--- src/rtl/bcd_stopwatch.sv ---
// bcd_stopwatch
//   MM:SS stopwatch in packed BCD. It advances one step per divider tick,
//   counting up or down under start/stop/clear/load control.
//   Optional lap capture is enabled by defining STOPWATCH_LAP_EN.
// Parameters
//   MIN_MAX   packed-BCD upper minute value (8'h00..8'h99)
// Ports
//   clk, rst             clock; asynchronous active-high reset
//   tick                 one-cycle count-enable pulse
//   start/stop/clear     run control (clear > load > stop > start > tick)
//   load, load_min/sec   packed-BCD preset; rejected presets pulse load_err
//   dir                  0 = up, 1 = down
//   min_bcd, sec_bcd     current count
//   running              high while in RUN
//   done                 one-cycle pulse at terminal count
//   load_err             one-cycle pulse on a rejected load
//   lap, lap_min/sec     lap capture (tied to 8'h00 unless STOPWATCH_LAP_EN)
module bcd_stopwatch #(
    parameter logic [7:0] MIN_MAX = 8'h59
) (
    input  logic       clk,
    input  logic       rst,
    input  logic       tick,
    input  logic       start,
    input  logic       stop,
    input  logic       clear,
    input  logic       load,
    input  logic [7:0] load_min,
    input  logic [7:0] load_sec,
    input  logic       dir,
    output logic [7:0] min_bcd,
    output logic [7:0] sec_bcd,
    output logic       running,
    output logic       done,
    output logic       load_err,
    input  logic       lap,
    output logic [7:0] lap_min,
    output logic [7:0] lap_sec
);

    typedef enum logic [1:0] {IDLE, RUN, PAUSE, DONE} state_t;

    state_t     state, state_nx;
    logic [7:0] min_nx, sec_nx;
    logic       done_nx, err_nx;
    logic       load_bad;

    function automatic logic nib_ok(input logic [7:0] v);
        return (v[7:4] <= 4'd9) && (v[3:0] <= 4'd9);
    endfunction

    function automatic logic [7:0] bcd_inc(input logic [7:0] v);
        return (v[3:0] == 4'd9) ? {v[7:4] + 4'd1, 4'd0} : {v[7:4], v[3:0] + 4'd1};
    endfunction

    function automatic logic [7:0] bcd_dec(input logic [7:0] v);
        return (v[3:0] == 4'd0) ? {v[7:4] - 4'd1, 4'd9} : {v[7:4], v[3:0] - 4'd1};
    endfunction

    // The highest active control consumes the cycle even when it has no effect
    // in the current state, so e.g. start while running still blocks the tick.
    always_comb begin
        state_nx = state;
        min_nx   = min_bcd;
        sec_nx   = sec_bcd;
        done_nx  = 1'b0;
        err_nx   = 1'b0;
        load_bad = !nib_ok(load_min) || !nib_ok(load_sec) ||
                   (load_sec > 8'h59) || (load_min > MIN_MAX);

        if (clear) begin
            state_nx = IDLE;
            min_nx   = '0;
            sec_nx   = '0;
        end else if (load) begin
            if (state != RUN) begin
                if (load_bad) begin
                    err_nx = 1'b1;
                end else begin
                    min_nx   = load_min;
                    sec_nx   = load_sec;
                    state_nx = IDLE;
                end
            end
        end else if (stop) begin
            if (state == RUN)
                state_nx = PAUSE;
        end else if (start) begin
            if ((state == IDLE || state == PAUSE) &&
                !(dir && min_bcd == 8'h00 && sec_bcd == 8'h00))
                state_nx = RUN;
        end else if (tick && state == RUN) begin
            if (!dir) begin
                if (sec_bcd == 8'h59) begin
                    sec_nx = '0;
                    if (min_bcd == MIN_MAX) begin
                        min_nx  = '0;
                        done_nx = 1'b1;
                    end else begin
                        min_nx = bcd_inc(min_bcd);
                    end
                end else begin
                    sec_nx = bcd_inc(sec_bcd);
                end
            end else begin
                // 00:00 is also treated as terminal so a mid-run direction
                // change at zero cannot underflow.
                if (min_bcd == 8'h00 && sec_bcd <= 8'h01) begin
                    min_nx   = '0;
                    sec_nx   = '0;
                    done_nx  = 1'b1;
                    state_nx = DONE;
                end else if (sec_bcd == 8'h00) begin
                    sec_nx = 8'h59;
                    min_nx = bcd_dec(min_bcd);
                end else begin
                    sec_nx = bcd_dec(sec_bcd);
                end
            end
        end
    end

    always_ff @(posedge clk or posedge rst) begin
        if (rst) begin
            state    <= IDLE;
            min_bcd  <= '0;
            sec_bcd  <= '0;
            running  <= 1'b0;
            done     <= 1'b0;
            load_err <= 1'b0;
        end else begin
            state    <= state_nx;
            min_bcd  <= min_nx;
            sec_bcd  <= sec_nx;
            running  <= (state_nx == RUN);
            done     <= done_nx;
            load_err <= err_nx;
        end
    end

`ifdef STOPWATCH_LAP_EN
    // Captures the registered (pre-tick) count.
    always_ff @(posedge clk or posedge rst) begin
        if (rst) begin
            lap_min <= '0;
            lap_sec <= '0;
        end else if (clear) begin
            lap_min <= '0;
            lap_sec <= '0;
        end else if (lap) begin
            lap_min <= min_bcd;
            lap_sec <= sec_bcd;
        end
    end
`else
    logic unused_lap;
    assign unused_lap = lap;
    assign lap_min    = '0;
    assign lap_sec    = '0;
`endif

    assert property (@(posedge clk) disable iff (rst)
        nib_ok(min_bcd) && nib_ok(sec_bcd) && (sec_bcd <= 8'h59));

endmodule

--- config.mk ---
export PLATFORM = sky130hd
export DESIGN_NAME = bcd_stopwatch
export DESIGN_NICKNAME = d
export VERILOG_FILES = /design/src/rtl/bcd_stopwatch.sv
export SDC_FILE = /design/constraint.sdc
export NUM_CORES = 1
export LEC_CHECK = 0
export BUFFER_PORTS_ARGS = -buffer_cell sky130_fd_sc_hd__buf_4
export CAP_MARGIN = 20
export CORE_UTILIZATION = 53
export DETAILED_ROUTE_END_ITERATION = 10
export MAX_ROUTING_LAYER = met4
export PLACE_DENSITY = 0.86
export SYNTH_ARGS = -nofsm -noshare
export SYNTH_HDL_FRONTEND = slang
export SYNTH_SLANG_ARGS = --single-unit
--- constraint.sdc ---
create_clock -name clk -period 2.6 [get_ports clk]
set_input_delay 0.52 -clock clk [delete_from_list [all_inputs] [get_ports clk]]
set_output_delay 0.52 -clock clk [all_outputs]
set_load 0.01 [all_outputs]
==> Word level (Yosys, flattened, before mapping) <==
Index checks and enable logic that the tools add are counted.
{ "word_totals": {"register_bits": 21, "latch_bits": 0, "mem_bits_rw": 0, "romBits": 0, "input_bits": 25, "out_inout_bits": 35, "word_cells": 116, "n_memories": 0} }
{ "classes": {"addsub": 8, "multipliers": 0, "div": 0, "magnitude_cmp": 7, "n_eq_ne": 15, "shift": 0, "n_mux": 51, "bitwise_logic": 0, "n_reduce_logical": 27} }
{ "ops": {"columns": ["op", "count"], "rows": [
  ["8-bit 2-to-1 mux", 27],
  ["2-bit 2-to-1 mux", 11],
  ["4-bit by 1-bit adder with 4-bit output, second input constant", 4],
  ["8-bit by 7-bit equality test with 1-bit output, second input constant", 2],
  ["8-bit by 7-bit greater-than comparator with 1-bit output, second input constant", 2],
  ["4-bit less-or-equal comparator, second input constant", 4],
  ["8-bit logical NOT", 2],
  ["4-bit by 1-bit subtractor with 4-bit output, second input constant", 4],
  ["7-bit AND reduction", 2],
  ["1-bit 2-to-1 mux", 13],
  ["5-bit by 3-bit inequality test with 1-bit output, second input constant", 2],
  ["5-bit nonzero test", 2],
  ["9-bit AND reduction", 1],
  ["4-bit equality test, second input constant", 2],
  ["8-bit by 1-bit less-or-equal comparator with 1-bit output, second input constant", 1],
  ["4-bit logical NOT", 2],
  ["1-bit logical AND", 7],
  ["3-bit by 1-bit inequality test with 1-bit output, second input constant", 2],
  ["6-bit by 3-bit inequality test with 1-bit output, second input constant", 1],
  ["5-bit AND reduction", 1],
  ["2-bit by 1-bit equality test with 1-bit output, second input constant", 2],
  ["1-bit logical OR", 4],
  ["4-bit nonzero test", 1],
  ["1-bit logical NOT", 3],
  ["6 further kinds", 6]
]} }

==> Logic depth before layout (Yosys ltp) <==
Gate-level depths: netlist (run 1).
{ "depth": {"depth_word": 11, "mapped_depth": 10, "depth_no_buf": 8} }

==> Worst setup path before layout (run 1) <==
Ideal clock, no wire load.
{ "synth_timing": {"kind": "register to register", "from": "reg sec_bcd[0]", "to": "reg min_bcd[0]", "setup_time_ns": 0.125, "t_arrival_ns": 2.338, "required_time_ns": 2.475, "path_slack_ns": 0.137, "path_stages_with_launch": 9, "path_buffers": 1, "synth_period_minus_slack_ns": 2.463, "cell_sequence": "dfrtp_1 > inv_1 > ha_1 > or3b_4 > a2111oi_4 > o22a_2 > buf_6 > o21a_2 > mux2_2"} }
{ "synth_between": {"elab_chain_cells": 9, "word_cells_on_any_way": 14, "classes_between": "order compare (1); eq/ne (2); mux (7); reduce/logical (4)"} }
{ "synth_rtl": {"columns": ["element", "line_no", "text"], "rows": [
  ["start, declared", "32", "output logic [7:0] sec_bcd,"],
  ["start signal, assigned", "134", "sec_bcd <= sec_nx;"],
  ["8-bit by 1-bit less-or-equal comparator with 1-bit output", "108", "if (min_bcd == 8'h00 && sec_bcd <= 8'h01) begin"],
  ["1-bit logical AND", "108", null],
  ["8-bit 2-to-1 mux", "108", null],
  ["8-bit 2-to-1 mux", "93", "if (!dir) begin"],
  ["8-bit 2-to-1 mux", "92", "end else if (tick && state == RUN) begin"],
  ["8-bit 2-to-1 mux", "88", "end else if (start) begin"],
  ["8-bit 2-to-1 mux", "85", "end else if (stop) begin"],
  ["8-bit 2-to-1 mux", "75", "end else if (load) begin"],
  ["8-bit 2-to-1 mux", "71", "if (clear) begin"],
  ["end signal, assigned", "133", "min_bcd <= min_nx;"],
  ["end, declared", "31", "output logic [7:0] min_bcd,"]
]} }
Parallel ways exist; a longest one is shown, timed or not. The select of a mux whose other input is x is not followed.
A chain may end at the register's enable or synchronous reset.

==> Worst setup path in the final report (run 1) <==
{ "layout_timing": {"from": "reg sec_bcd[0]", "to": "reg min_bcd[4]"} }
Same word-level chain as after synthesis.

==> summary.txt, run 1 <==
status: complete, no violations
FF+latch count, synth: 21
Final setup viols: 0
share of cells above drive strength 1: 25.5%
H-tree Lvls: 1
worst-path fanout max: 5
via density per instance: 6.25
Clock Sinks: 21
Crit path max-delay family: compound AO/OA/AOI/OAI gates
Max-slew headroom: 45.7%
Tightest Pin Transition: 0.814 ns
reg2reg end: min_bcd[4]$_DFFE_PP0P_
Die X-Extent: 65.4 um
TritonCTS clock tree: yes
Fmax: 392 MHz
Slew Viols, Final: 0
initial antenna violation count: 0
drt total wl: 5530 um
arrival time worst endpoint: 2.70 ns
Crit Path Class: flop to flop
CP startpoint kind: flop
slowest stage delay, CP: 0.46 ns
Worst Hold Class: input pin to asynchronous set/reset pin
Overflow after GRT: 0
Hold Slack: 0.412 ns
drt first pass iters: 5
worst r2r path cells: 8
DRT iter0 DRCs: 293
YS warnings: 0
worst setup margin: 0.0520 ns
static leakage: 1.22 nW
Final Skew: 0.00352 ns
commonest non-fill, non-tap cell in the layout: buf_4
setup TNS: 0 ns
synthesized cell area: 2130 um^2
fillers: 323
die area: 4280 um^2
CP Data Required Time: 2.75 ns
# port buffers: 42
Buf+Inv Stages, Crit Path: 1
die height: 65.4 um
Residual DRC: 0
Synth-to-Final Area Change: 20.5%
minimum clock period: 2.55 ns
maxcap violations: 0
area of the multi-input gates: 1450 um^2
ANT nets after route: 0
wire per inst: 15.6 um
CP Cell Sequence: inv_1 -> ha_2 -> or3b_4 -> a2111oi_4 -> o22a_2 -> a21o_1 -> nand3_4 -> mux2_1
I/O Pins: 60
root buffer cell: clkbuf_8
CTS buffer count: 3
register area: 526 um^2
worst slack at placement: 0.0200 ns
mean post-synth cell area: 8.26 um^2
commonest non-fill, non-tap cells in the layout: buf_4 (58), nor2_1 (25), dfrtp_1 (21), nand2_1 (17), conb_1 (16)
# rows: 22
gpl congestion: 0.898
diode count: 0
crit share post-route: 98.0%
GR Util All Layers: 27.3%
Skew-Pair Late Insertion Delay: 0.26 ns
Cell Pwr Density: 628 nW/um^2
Initial Util: 56.5%
peak supply drop: 0.323 mV
via count: 2212
Reg clk slew, reported paths: 0.08 ns
Reg2Reg Setup Slack: 0.05 ns
top_reg_cell synth: dfrtp_1
DP Wirelength: 3990 um
sequential area share after synthesis: 24.7%
largest net degree at the start of global routing: 22
Worst path slowest cell: a2111oi_4
vias in the first global route: 1967
Yosys cell types: 65
first-pass GRT wire length: 8900 um
nets@finish: 346
final hold vios: 0
share of synthesized flip-flops with an asynchronous set or reset: 100%
Core Area: 3770 um^2
clk buf depth: 2
Post-Syn Instances: 258
worst reg2reg startpoint: sec_bcd[0]$_DFFE_PP0P_
number of synthesized flops with an enable pin: 0
Crit. End Element: flop
[report_power, final]
part           switching (W)  total (W)  internal [W]  leakage, nW
sequential         0.0000933   0.000480      0.000387        0.274
combinational       0.000483   0.000912      0.000429        0.924
clock               0.000113   0.000220      0.000107       0.0255
total               0.000689    0.00161      0.000923         1.22
[worst reg2reg max path, stage by stage (launching register included)]
cell	delay, ns
dfrtp_1	0.39
inv_1	0.10
ha_2	0.21
or3b_4	0.40
a2111oi_4	0.46
o22a_2	0.28
a21o_1	0.15
nand3_4	0.11
mux2_1	0.34
[cell usage after synthesis, types with 4 or more instances]
cell type / count / share of area (%)
nand2_1: 17 / 3.0
a31oi_1: 4 / 1.2
dfrtp_1: 21 / 25
nand2b_1: 4 / 1.2
and3_1: 6 / 1.8
nor2b_1: 5 / 1.5
nand3b_1: 4 / 1.4
a21o_1: 4 / 1.4
inv_1: 14 / 2.5
clkbuf_1: 10 / 1.8
buf_4: 17 / 6.0
ha_1: 14 / 8.2
a21oi_1: 12 / 2.8
nor2_1: 25 / 4.4
mux2_1: 5 / 2.6
o21ai_0: 11 / 2.6
o22ai_1: 4 / 1.2
a22oi_1: 4 / 1.4
a22o_1: 5 / 2.1
nor3_1: 8 / 1.9
[cells by family after synthesis]
| group | Yosys count | synth area share [%] |
|---|---|---|
| xor+xnor | 4 | 1.64 |
| fa+ha+maj | 14 | 8.22 |
| mux | 8 | 4.17 |
| buf+inv | 44 | 11.5 |
| other cells | 1 | 0.176 |
| flops | 21 | 24.7 |
| compound gates | 74 | 25.8 |
| simple gates | 92 | 23.8 |
[through the flow]
stage	cells	utilization (%)	instance area, um^2	total power [W]
floorplan	273	-	2190	0.00106
global placement	347	65.7	2480	0.00132
detailed placement	347	65.7	2480	0.00135
CTS	351	66.9	2520	0.00157
global route	354	68.1	2570	0.00173
finish	354	68.1	2570	0.00161
[state kept, by name (all words and copies together), names as in the netlist]
signal and flops:
sec_bcd 8, state 2, running 1, min_bcd 8
done 1, load_err 1
[what timing repair did]
item                       4_1_cts  5_1_grt
setup endpoints to repair        0        9
buffers inserted                 0        2
resized for setup                0        5
hold buffers                     0        0
[routing by layer]
metal | GRT usage (%) | wire, um | vias up
li1 | - | - | 1012
met1 | 36.1 | 2390 | 1043
met2 | 43.0 | 2580 | 138
met3 | 3.30 | 439 | 19
met4 | 9.78 | 119 | 0
met5 | - | 0 | -
[worst max path at each step]
| stage | startpoint | to | slack (ns) | cells past startpoint |
|---|---|---|---|---|
| 2_1_floorplan | sec_bcd[0]$_DFFE_PP0P_ | min_bcd[0]$_DFFE_PP0P_ | 0.14 | 8 |
| 3_3_place_gp | sec_bcd[1]$_DFFE_PP0P_ | min_bcd[6]$_DFFE_PP0P_ | 0.1 | 8 |
| 3_5_place_dp | sec_bcd[1]$_DFFE_PP0P_ | min_bcd[4]$_DFFE_PP0P_ | 0.02 | 8 |
| 4_1_cts | sec_bcd[1]$_DFFE_PP0P_ | min_bcd[4]$_DFFE_PP0P_ | 0.01 | 8 |
| 5_1_grt | sec_bcd[0]$_DFFE_PP0P_ | min_bcd[4]$_DFFE_PP0P_ | -0.03 | 8 |
| 6_report | sec_bcd[0]$_DFFE_PP0P_ | min_bcd[4]$_DFFE_PP0P_ | 0.05 | 8 |
[cell type report]
cell class,instances,area share (%)
clock buffers,3,1.61
clock inverters,1,0.195
inverters,14,2.05
multi-input cells,209,56.4
flip-flops and latches,21,20.5
well taps,48,2.34
repair buffers,58,17.0
(Power assumes the default switching activity.)
==> run 2: changes to the inputs <==
==> constraint.sdc (replaced) <==
create_clock -name clk -period 2.6 [get_ports clk]
set_input_delay 0.39 -clock clk [delete_from_list [all_inputs] [get_ports clk]]
set_output_delay 0.39 -clock clk [all_outputs]
set_load 0.01 [all_outputs]
==> run 2 against run 1 <==
  * Clock power rose by 4%
  * Final cell count down 0.28%
  * Setup slack gained 0.073 ns
  * Fmax is 2.9% higher
  * Wire length fell by 3.2%
  * Combinational power fell by 2.9%
  * Flip-flop and latch count is the same
  * Critical path depth is the same
  * Register-to-register slack gained 0.07 ns
  * Sequential power hardly changed
  * Sequential share of layout area is 0.19 points higher
  * Global-route usage is essentially flat
==> summary.txt, run 2 (synthesis results as in run 1) <==
Cell Pwr Density: 627 nW/um^2
arrival time worst endpoint: 2.63 ns
Buf+Inv Stages, Crit Path: 1
setup repair after global routing missed its margin: false
worst-path fanout max: 7
crit share post-route: 95.2%
clk buf depth: 2
Residual DRC: 0
share of cells above drive strength 1: 25.2%
Final setup viols: 0
CTS buffer count: 3
Final Skew: 0.00560 ns
Clk pwr share: 14.3%
Worst Hold Class: input pin to asynchronous set/reset pin
commonest non-fill, non-tap cells in the layout: buf_4 (58), nor2_1 (25), dfrtp_1 (21), nand2_1 (17), conb_1 (16)
Initial Util: 56.5%
status: complete, no violations
initial antenna violation count: 0
H-tree Lvls: 1
Worst path slowest cell: a2111oi_4
sequential fraction of design power: 30.2%
Core Area: 3770 um^2
Crit Path Class: flop to flop
CP Data Required Time: 2.75 ns
Crit path max-delay family: compound AO/OA/AOI/OAI gates
cell-internal power: 0.000921 W
# port buffers: 42
via count: 2100
Fmax: 404 MHz
gpl congestion: 0.912
die area: 4280 um^2
largest net degree at the start of global routing: 23
root buffer cell: clkbuf_8
I/O Pins: 60
drt first pass iters: 4
CP Depth: 8
minimum clock period: 2.48 ns
met2 WL: 2450 um
maxcap violations: 0
Final Util: 67.5%
Hold Slack: 0.272 ns
worst r2r path cells: 8
first-pass GRT wire length: 8940 um
Max-slew headroom: 46.1%
Crit. End Element: flop
Tightest Pin Transition: 0.808 ns
Routed met1 length: 2390 um
slowest stage delay, CP: 0.42 ns
Comb power frac: 55.5%
max layer used: met4
die height: 65.4 um
Die X-Extent: 65.4 um
nets@finish: 345
Sw Ratio: 42.3%
drt total wl: 5350 um
Clock Sinks: 21
vias in the first global route: 1927
diode count: 0
Skew-Pair Late Insertion Delay: 0.27 ns
Reg clk slew, reported paths: 0.09 ns
TritonCTS clock tree: yes
Synth-to-Final Area Change: 19.4%
CP startpoint kind: flop
peak supply drop: 0.336 mV
Overflow after GRT: 0
CP Cell Sequence: inv_1 -> ha_2 -> or3b_4 -> a2111oi_4 -> o22a_2 -> a21o_1 -> nand3_2 -> mux2_1
via density per instance: 5.95
final hold vios: 0
Reg2Reg Setup Slack: 0.12 ns
Slew Viols, Final: 0
# hold bufs at CTS: 0
Largest regs: min_bcd (8), sec_bcd (8), state (2)
DP Wirelength: 4020 um
ANT nets after route: 0
met3 wire length: 353 um
static leakage: 1.22 nW
P_sw: 0.000675 W
GR Util All Layers: 27.3%
wire per inst: 15.2 um
# rows: 22
DRT iter0 DRCs: 127
commonest non-fill, non-tap cell in the layout: buf_4
setup TNS: 0 ns
-- run 2: cell types whose count changed in the layout (fill, tap and decap cells not counted), sizes merged --
cell | previous run | this run
o22a | 4 | 3
-- run 2: layout make-up --
cell class	instances	area (um^2)
inverter	14	52.6
clock buffer	3	41.3
timing repair buffer	58	435
multi-input combinational	208	1420
fill	322	1230
sequential	21	526
clock inverter	1	5.00
tap	48	60.1
-- run 2: worst paths after layout --
check,to,from
max,min_bcd[6]$_DFFE_PP0P_,sec_bcd[0]$_DFFE_PP0P_
min,load_err$_DFF_PP0_,rst
max reg2reg,min_bcd[6]$_DFFE_PP0P_,sec_bcd[0]$_DFFE_PP0P_
min reg2reg,min_bcd[1]$_DFFE_PP0P_,min_bcd[1]$_DFFE_PP0P_
max in group asynchronous,min_bcd[4]$_DFFE_PP0P_,rst
min in group clk,done$_DFF_PP0_,stop
-- run 2: stage by stage --
stage          area, um^2  worst slack (ns)  power (W)  cells
2_1_floorplan        2190             0.137    0.00106    273
3_3_place_gp         2470             0.105    0.00132    346
3_5_place_dp         2470            0.0545    0.00134    346
4_1_cts              2510            0.0385    0.00157    350
5_1_grt              2540            0.0216    0.00171    353
6_report             2540             0.125    0.00160    353
-- run 2: routing by layer --
metal	GRT usage, %	vias to the layer above
li1	-	1010
met1	36.8	977
met2	42.5	94
met3	2.78	19
met4	10.1	0
met5	-	-
-- run 2: repair_timing --
action                     4_1_cts  5_1_grt
gates resized for setup          0        3
setup buffers                    0        3
setup endpoints to repair        0        9
-- run 2: power by group through the flow --
stage	Combinational, W	Sequential (W)	Clock, W
detailed placement	0.000856	0.000485	0
CTS	0.000863	0.000480	0.000231
global placement	0.000834	0.000483	0
floorplan	0.000568	0.000495	0
global route	0.000970	0.000497	0.000246
finish	0.000886	0.000482	0.000228
==> run 3: changes to the inputs <==
CORE_MARGIN = 4   (was not set)
CORE_UTILIZATION = 55   (was 53)
PLACE_DENSITY = 0.89   (was 0.86)
clock period = 3.15 ns   (was 2.6 ns; I/O delays follow)
==> run 3 against run 2 <==
  * Critical path depth unchanged
  * Utilization is 1.6 points lower
  * Power is 21% lower
  * Highest routed layer unchanged
  * Register-to-register slack gained 0.25 ns
  * Clock-buffer cell count unchanged
==> summary.txt, run 3 (synthesis results as in run 1) <==
worst-path fanout max: 12
share of cells above drive strength 1: 21.2%
Final setup viols: 0
diode count: 0
# rows: 22
Clock Sinks: 21
crit share post-route: 88.2%
worst r2r path cells: 8
CP startpoint kind: flop
static leakage: 1.16 nW
peak supply drop: 0.231 mV
Sw Ratio: 43.4%
Tightest Pin Transition: 0.802 ns
Core Area: 3720 um^2
Residual DRC: 0
gpl congestion: 0.891
slowest stage delay, CP: 0.49 ns
maxcap violations: 0
Die X-Extent: 70.2 um
# hold bufs at CTS: 0
Final Util: 65.9%
via density per instance: 6.20
Crit Path Class: flop to flop
GR Util All Layers: 21.9%
design area: 2450 um^2
initial antenna violation count: 0
Largest regs: min_bcd (8), sec_bcd (8), state (2)
drt total wl: 5370 um
wire per inst: 15.8 um
ANT nets after route: 0
worst reg2reg startpoint: min_bcd[0]$_DFFE_PP0P_
TritonCTS clock tree: yes
Synth-to-Final Area Change: 14.9%
CP Cell Sequence: inv_1 -> ha_1 -> nor3b_2 -> and3_1 -> o22a_2 -> a21o_1 -> nand3_2 -> mux2_1
Worst Hold Class: input pin to asynchronous set/reset pin
I/O Pins: 60
die area: 4930 um^2
root buffer cell: clkbuf_8
H-tree Lvls: 1
Reg2Reg Setup Slack: 0.37 ns
Hold Slack: 0.361 ns
Cell Pwr Density: 514 nW/um^2
Comb power frac: 51.2%
sequential fraction of design power: 34.3%
Design Power: 0.00126 W
final hold vios: 0
DRT iter0 DRCs: 258
Post-CTS Setup Inserts: 0
Clk pwr share: 14.4%
Overflow after GRT: 0
Fmax: 360 MHz
Worst path slowest cell: nor3b_2
CP Data Required Time: 3.30 ns
arrival time worst endpoint: 2.93 ns
Max-slew headroom: 46.5%
setup repair after global routing missed its margin: false
DP Wirelength: 4020 um
# port buffers: 42
Final Skew: 0.00440 ns
clk buf depth: 2
Reg clk slew, reported paths: 0.08 ns
drt first pass iters: 5
Buf+Inv Stages, Crit Path: 1
nets@finish: 333
commonest non-fill, non-tap cells in the layout: buf_4 (46), nor2_1 (25), dfrtp_1 (21), nand2_1 (17), conb_1 (16)
via count: 2115
CTS buffer count: 3
Skew-Pair Late Insertion Delay: 0.26 ns
reg2reg end: min_bcd[5]$_DFFE_PP0P_
vias in the first global route: 1897
Slew Viols, Final: 0
Crit path max-delay family: simple AND/OR/NAND/NOR gates
cell-internal power: 0.000712 W
Initial Util: 57.3%
first-pass GRT wire length: 8830 um
Post-DP Area: 2400 um^2
setup TNS: 0 ns
status: complete, no violations
largest net degree at the start of global routing: 23
P_sw: 0.000546 W
commonest non-fill, non-tap cell in the layout: buf_4
minimum clock period: 2.78 ns
Crit. End Element: flop
die height: 70.2 um
CTS resizes: 0
[run 3: cell types whose count changed in the layout (fill, tap and decap cells not counted)]
cell | previous run | this run
ha_2 | 1 | 0
o21ai_2 | 1 | 0
ha_1 | 13 | 14
inv_2 | 1 | 0
buf_4 | 58 | 46
inv_1 | 13 | 14
o21ai_1 | 2 | 3
[run 3: worst register-to-register path: cells and delay by family, from the launching register on]
kind,cells,cell delay [ns]
AND/OR/NAND/NOR,3,1.02
adder cells (fa/ha/maj),1,0.25
AO/OA/AOI/OAI,2,0.46
buffers and inverters,1,0.12
multiplexers,1,0.35
flip-flops,1,0.46
[run 3: final cells by class]
cell class / instances / area (um^2)
multi-input cells: 208 / 1420
fillers: 326 / 1270
flip-flops and latches: 21 / 526
repair buffers: 46 / 345
well taps: 48 / 60.1
inverters: 14 / 52.6
clock buffers: 3 / 41.3
clock inverters: 1 / 5.00
[run 3: per-stage QoR]
stage,setup WS [ns],cells
global route,0.196,341
detailed placement,0.402,337
finish,0.373,341
floorplan,0.687,273
global placement,0.473,337
CTS,0.389,341
[run 3: how the worst max path moves through the flow]
stage,from,end,slack [ns],cells past startpoint
floorplan,sec_bcd[0]$_DFFE_PP0P_,min_bcd[0]$_DFFE_PP0P_,0.69,8
global placement,sec_bcd[0]$_DFFE_PP0P_,min_bcd[7]$_DFFE_PP0P_,0.47,8
detailed placement,sec_bcd[0]$_DFFE_PP0P_,min_bcd[5]$_DFFE_PP0P_,0.40,8
CTS,sec_bcd[0]$_DFFE_PP0P_,min_bcd[5]$_DFFE_PP0P_,0.39,8
global route,min_bcd[0]$_DFFE_PP0P_,min_bcd[5]$_DFFE_PP0P_,0.20,8
finish,min_bcd[0]$_DFFE_PP0P_,min_bcd[5]$_DFFE_PP0P_,0.37,8
[run 3: per-layer routing]
| metal | vias up | share of wire (%) | track usage (%) |
|---|---|---|---|
| li1 | 984 | - | - |
| met5 | - | 0 | - |
| met3 | 15 | 9.8 | 3.60 |
| met2 | 130 | 46 | 33.2 |
| met1 | 986 | 42 | 29.5 |
| met4 | 0 | 1.9 | 8.09 |
[run 3: power groups by stage]
| stage | clock (W) | combinational, W | sequential (W) |
|---|---|---|---|
| 2_1_floorplan | 0 | 0.000469 | 0.000409 |
| 3_3_place_gp | 0 | 0.000611 | 0.000430 |
| 3_5_place_dp | 0 | 0.000634 | 0.000433 |
| 4_1_cts | 0.000184 | 0.000639 | 0.000429 |
| 5_1_grt | 0.000195 | 0.000712 | 0.000444 |
| 6_report | 0.000182 | 0.000644 | 0.000432 |
